$ cat src/rtl/alu_input_sequencer_if.sv
// Button inputs and ALU bank load/status outputs of the operand entry sequencer.
// The sequencer takes the slave side; whatever drives the buttons takes the master side.
interface alu_input_sequencer_if;
  logic       BTNC;
  logic       BTNL;
  logic       load_op1;
  logic       load_op2;
  logic       load_opcode;
  logic [1:0] stage;
  logic       result_valid;

  modport master (
    output BTNC, BTNL,
    input  load_op1, load_op2, load_opcode, stage, result_valid
  );

  modport slave (
    input  BTNC, BTNL,
    output load_op1, load_op2, load_opcode, stage, result_valid
  );
endinterface

$ cat src/rtl/alu_input_sequencer.sv
// Debounces the enter/back buttons and steps OP1 -> OP2 -> OPCODE -> RESULT,
// issuing one-cycle load strobes to the ALU operand/opcode registers.
module alu_input_sequencer #(
  parameter int DEBOUNCE_CYCLES = 1_000_000,
  parameter int CNT_W           = 20
) (
  input  logic                 CLK100MHZ,
  input  logic                 CPU_RESETN,
  alu_input_sequencer_if.slave bus
);

  typedef enum logic [1:0] {
    S_OP1    = 2'd0,
    S_OP2    = 2'd1,
    S_OPCODE = 2'd2,
    S_RESULT = 2'd3
  } state_t;

  // Index 0 is enter (BTNC), index 1 is back (BTNL).
  logic [1:0]       btn_raw;
  logic [1:0]       sync1_q, sync1_d;
  logic [1:0]       sync2_q, sync2_d;
  logic [1:0]       lvl_q, lvl_d;
  logic [1:0]       prev_q, prev_d;
  logic [1:0]       rise_q, rise_d;
  logic [1:0]       evt_q, evt_d;
  logic [CNT_W-1:0] cnt_q [2];
  logic [CNT_W-1:0] cnt_d [2];

  state_t state_q, state_d;
  logic   result_valid_q, result_valid_d;
  logic   enter_evt, back_evt;

  assign btn_raw = {bus.BTNL, bus.BTNC};

  always_comb begin
    sync1_d = btn_raw;
    sync2_d = sync1_q;
    lvl_d   = lvl_q;
    prev_d  = lvl_q;
    rise_d  = lvl_q & ~prev_q;
    // The extra event stage fixes press-to-event latency at DEBOUNCE_CYCLES+3 edges.
    evt_d   = rise_q;
    for (int i = 0; i < 2; i++) begin
      cnt_d[i] = '0;
      if (sync2_q[i] != lvl_q[i]) begin
        if (cnt_q[i] == CNT_W'(DEBOUNCE_CYCLES - 1)) begin
          lvl_d[i] = sync2_q[i];
        end else begin
          cnt_d[i] = cnt_q[i] + CNT_W'(1);
        end
      end
    end
  end

  always_ff @(posedge CLK100MHZ or negedge CPU_RESETN) begin
    if (!CPU_RESETN) begin
      sync1_q <= '0;
      sync2_q <= '0;
      lvl_q   <= '0;
      prev_q  <= '0;
      rise_q  <= '0;
      evt_q   <= '0;
      for (int i = 0; i < 2; i++) cnt_q[i] <= '0;
    end else begin
      sync1_q <= sync1_d;
      sync2_q <= sync2_d;
      lvl_q   <= lvl_d;
      prev_q  <= prev_d;
      rise_q  <= rise_d;
      evt_q   <= evt_d;
      for (int i = 0; i < 2; i++) cnt_q[i] <= cnt_d[i];
    end
  end

  // Enter has priority: a coincident back event is discarded.
  assign enter_evt = evt_q[0];
  assign back_evt  = evt_q[1] & ~evt_q[0];

  always_comb begin
    state_d         = state_q;
    bus.load_op1    = 1'b0;
    bus.load_op2    = 1'b0;
    bus.load_opcode = 1'b0;
    case (state_q)
      S_OP1: begin
        if (enter_evt) begin
          bus.load_op1 = 1'b1;
          state_d      = S_OP2;
        end
      end
      S_OP2: begin
        if (enter_evt) begin
          bus.load_op2 = 1'b1;
          state_d      = S_OPCODE;
        end else if (back_evt) begin
          state_d = S_OP1;
        end
      end
      S_OPCODE: begin
        if (enter_evt) begin
          bus.load_opcode = 1'b1;
          state_d         = S_RESULT;
        end else if (back_evt) begin
          state_d = S_OP2;
        end
      end
      S_RESULT: begin
        if (enter_evt) begin
          state_d = S_OP1;
        end else if (back_evt) begin
          state_d = S_OPCODE;
        end
      end
      default: state_d = S_OP1;
    endcase
    result_valid_d = (state_d == S_RESULT);
  end

  always_ff @(posedge CLK100MHZ or negedge CPU_RESETN) begin
    if (!CPU_RESETN) begin
      state_q        <= S_OP1;
      result_valid_q <= 1'b0;
    end else begin
      state_q        <= state_d;
      result_valid_q <= result_valid_d;
    end
  end

  assign bus.stage        = state_q;
  assign bus.result_valid = result_valid_q;

endmodule

$ cat src/flat_wrapper.sv
// flat-port wrapper written by rule: the top's interface ports become plain ports
module alu_input_sequencer_flat 
#(
  parameter int DEBOUNCE_CYCLES = 1_000_000,
  parameter int CNT_W           = 20
)
  (CLK100MHZ, CPU_RESETN, bus_BTNC, bus_BTNL, bus_load_op1, bus_load_op2, bus_load_opcode, bus_stage, bus_result_valid);
  alu_input_sequencer_if bus_i ();
  input  logic CLK100MHZ;
  input  logic CPU_RESETN;
  input wire logic [$bits(bus_i.BTNC)-1:0] bus_BTNC;
  input wire logic [$bits(bus_i.BTNL)-1:0] bus_BTNL;
  output wire logic [$bits(bus_i.load_op1)-1:0] bus_load_op1;
  output wire logic [$bits(bus_i.load_op2)-1:0] bus_load_op2;
  output wire logic [$bits(bus_i.load_opcode)-1:0] bus_load_opcode;
  output wire logic [$bits(bus_i.stage)-1:0] bus_stage;
  output wire logic [$bits(bus_i.result_valid)-1:0] bus_result_valid;
  assign bus_i.BTNC = bus_BTNC;
  assign bus_i.BTNL = bus_BTNL;
  assign bus_load_op1 = bus_i.load_op1;
  assign bus_load_op2 = bus_i.load_op2;
  assign bus_load_opcode = bus_i.load_opcode;
  assign bus_stage = bus_i.stage;
  assign bus_result_valid = bus_i.result_valid;
  alu_input_sequencer #(.DEBOUNCE_CYCLES(DEBOUNCE_CYCLES), .CNT_W(CNT_W)) u_core (.CLK100MHZ(CLK100MHZ), .CPU_RESETN(CPU_RESETN), .bus(bus_i));
endmodule
$ cat config.mk
export PLATFORM = sky130hd
export DESIGN_NAME = alu_input_sequencer_flat
export DESIGN_NICKNAME = d
export VERILOG_FILES = /design/src/rtl/alu_input_sequencer_if.sv /design/src/rtl/alu_input_sequencer.sv /design/src/flat_wrapper.sv
export SDC_FILE = /design/constraint.sdc
export NUM_CORES = 1
export LEC_CHECK = 0
export CAP_MARGIN = 20
export CORE_MARGIN = 2
export CORE_UTILIZATION = 31
export CTS_CLUSTER_SIZE = 14
export DETAILED_ROUTE_END_ITERATION = 7
export MAX_ROUTING_LAYER = met4
export PLACE_DENSITY = 0.49
export SLEW_MARGIN = 25
export SYNTH_ARGS = -nofsm -noshare
export SYNTH_HDL_FRONTEND = slang
export SYNTH_SLANG_ARGS = --single-unit
export TNS_END_PERCENT = 50
$ cat constraint.sdc
create_clock -name CLK100MHZ -period 1.94 [get_ports CLK100MHZ]
set_input_delay 0.194 -clock CLK100MHZ [delete_from_list [all_inputs] [get_ports CLK100MHZ]]
set_output_delay 0.194 -clock CLK100MHZ [all_outputs]
set_load 0.02 [all_outputs]
==> run_results.csv <==
group,metric,value,unit
placement,hpwl,3287,um
global_routing,gr-total-overflow,0,
cells_and_area,seqCellArea,0.001376,mm^2
critical_path,worstPathRequired,2.14,ns
outcome,outcome,"finished clean",
timing,fmax,558.6,MHz
timing,rsz0062_at_grt,"false",
floorplanning,dieArea,0.008984,mm^2
routing,vias,1795,
logic_synthesis,synth_seq_cells,55,
cells_and_area,drive_above_1_share,12.18,%
logic_synthesis,yosysWarnings,0,
floorplanning,num_rows,33,
cells_and_area,n_antenna_cell,0,
placement,gp_congestion,0.7526,
critical_path,path_cells,"ha_1 > nand3_1 > or2_1 > nor3_1 > mux2_1",
cells_and_area,finalInstanceArea,0.003002,mm^2
floorplanning,io_pins,10,
timing,worst_pin_slew,0.5875,ns
clock_tree,postCtsSetupRepairBufs,0,
global_routing,grt_pass1_wl,8383,um
logic_synthesis,synth_commonest_cells,"dfrtp_1 (55), nor2_1 (40), xnor2_1 (21)",
logic_synthesis,async_flop_share,100.0,%
clock_tree,clk_pin_slew,0.11,ns
placement,portBuffers,9,
power,ir_worst_vdd,0.0003283,V
global_routing,antenna_found_initial,0,
critical_path,critPathMaxStageDelay,0.43,ns
clock_tree,clock_latency,0.30,ns
critical_path,crit_type,"reg -> reg",
logic_synthesis,synth_top_cell_by_area,"dfrtp_1",
logic_synthesis,synth_area,0.002555,mm^2
floorplanning,core,0.008093,mm^2
routing,viasPerCell,4.774,
global_routing,track_usage,11.98,%
timing,final_max_slew_viol_count,0,
routing,wl,4671,um
logic_synthesis,synth_top_area_share,53.87,%
logic_synthesis,syn_avg_cell_area,10.56,um^2
timing,fin_setup_tns,0,ns
power,power-per-cell-area,676.9,mW/mm^2
logic_synthesis,synth_cell_types,38,
floorplanning,initial_core_util,31.57,%
critical_path,endpoint_kind,"register",
timing,hold_viol_final,0,
logic_synthesis,syn-instance-count,242,
clock_tree,cts_tree,"built",
power,p_leak,1.225,nW
hold_path,hold_path_class,"in -> reg",
flow_run,cap_violations,0,
global_routing,grt_pass1_vias,1765,
clock_tree,cts-root-buf,"clkbuf_8",
logic_synthesis,synth-seq-area-share,53.87,%
timing,finalCriticalPeriod,1.790,ns
timing,setup_viol,0,
clock_tree,cts_made_buffers,5,
routing,first_pass_iters,4,
global_routing,grt_max_degree,39,
cells_and_area,nFillCells,817,
critical_path,cp_data_arrival_time,1.99,ns
placement,placed_cell_area,0.002877,mm^2
logic_synthesis,synth-edff-count,0,
logic_synthesis,syn_nets,248,
logic_synthesis,synth.most_common_cell,"dfrtp_1",
timing,slew_headroom,60.47,%
floorplanning,die_h,94.79,um
timing,post-route-period-util,92.28,%
logic_synthesis,synth_area_leaders,"dfrtp_1 (54%), xnor2_1 (7.2%), nor2_1 (5.9%)",
clock_tree,cts.path.max_buffers,2,
routing,drtIter0Drc,68,
timing,skew,0.01208,ns
cells_and_area,multi_input_area,0.001125,mm^2
cells_and_area,syn2layout_area_growth,17.48,%
routing,wl_per_cell,12.42,um
floorplanning,die_w,94.79,um
logic_synthesis,ys.flop_type,"dfrtp_1",
routing,drcViolationCount,0,
clock_tree,cts_sinks,55,
critical_path,critPathSlowestCell,"dfrtp_1",
critical_path,cp_max_fo,5,
routing,antenna_left,0,
cells_and_area,nNetsFinal,276,
critical_path,critPathLaunchType,"register",
clock_tree,htreeDepth,2,
-- critical path: cells and delay by family (launching register included) --
family / cells / cell delay [ns]
multiplexers: 1 / 0.35
AND/OR/NAND/NOR: 3 / 0.70
flip-flops: 1 / 0.43
adder cells (fa/ha/maj): 1 / 0.20
-- power by group --
group          leakage, nW  switching, mW  internal, mW
combinational        0.416         0.0509        0.0304
clock               0.0548          0.388         0.389
sequential           0.754         0.0129          1.16
total                 1.22          0.452          1.58
-- sequential cells by signal, indices dropped and copies added (netlist names) --
| name | flops |
|---|---|
| u_core.cnt_q | 40 |
| u_core.bus.stage | 2 |
| u_core.evt_d | 2 |
| u_core.evt_q | 2 |
| u_core.lvl_q | 2 |
| u_core.prev_q | 2 |
| u_core.sync1_q | 2 |
| u_core.sync2_q | 2 |
| u_core.bus.result_valid | 1 |
-- final timing paths --
path | startpoint | to | slack, ns | depth (start not counted)
setup / recovery | u_core.cnt_q[21] | u_core.lvl_q[0] | 0.15 | 5
hold / removal | bus_BTNC | u_core.sync1_q[0] | 0.31 | 1
setup reg to reg | u_core.cnt_q[21] | u_core.lvl_q[0] | 0.15 | 5
hold reg to reg | u_core.sync1_q[1] | u_core.sync2_q[1] | 0.36 | 0
max in group asynchronous | CPU_RESETN | u_core.cnt_q[5] | 1.02 | 3
min in group asynchronous | CPU_RESETN | u_core.cnt_q[12] | 0.36 | 2
-- routing by layer --
layer,track usage [%],vias to the layer above,wire (um)
met4,2.899,0,55
li1,-,899,-
met1,16.88,872,2482
met5,-,-,0
met2,18.14,20,2042
met3,1.915,4,91
-- cell type report --
type | instances | share of cell area, %
Inverter | 11 | 1.376
Clock inverter | 3 | 1.542
Timing Repair Buffer | 24 | 7.086
Multi-Input combinational cell | 173 | 37.47
Clock buffer | 5 | 2.293
Tap cell | 105 | 4.377
Sequential cell | 55 | 45.85
-- per-stage QoR --
step | hold WS [ns] | worst slack [ns] | power, mW | instances | utilization [%]
final | 0.3125 | 0.1498 | 2.032 | 376 | 37.09
after global routing | 0.2851 | 0.04645 | 2.127 | 376 | 37.09
after CTS | 0.2987 | 0.1323 | 2.072 | 376 | 37.09
after detailed placement | 0.1744 | 0.1654 | 1.278 | 367 | 35.54
after global placement | 0.1793 | 0.1723 | 1.277 | 367 | 35.54
after floorplan | -0.1016 | 0.2169 | 1.225 | 242 | -
-- layout by cell type, fill, tap and decap left out, types with 4 or more instances in the layout --
cell / n
a21oi_1: 7
buf_4: 13
clkbuf_8: 5
clkdlybuf4s50_1: 8
dfrtp_1: 55
inv_1: 10
nand2_1: 11
nand3_1: 10
nand4_1: 8
nor2_1: 40
nor3_1: 10
nor4_1: 7
o21ai_0: 4
or2_1: 4
xnor2_1: 21
xor2_1: 10
-- kinds of logic (layout without fill, tap and decap cells) --
logic type,after synthesis,in the layout,synth area share (%)
xor+xnor,31,31,10.63
simple gates,118,118,26.20
mux,4,4,1.665
buf+inv,14,43,2.302
flops,55,55,53.87
fa+ha+maj,2,2,0.9793
compound gates,18,18,4.359
-- timing repair --
action | CTS | global route
endpoints found under the hold margin | 17 | 0
setup endpoints to repair | 0 | 0
gates resized for setup | 0 | 0
hold buffers | 1 | 0
No activity file was read; power rests on OpenSTA's default activity.
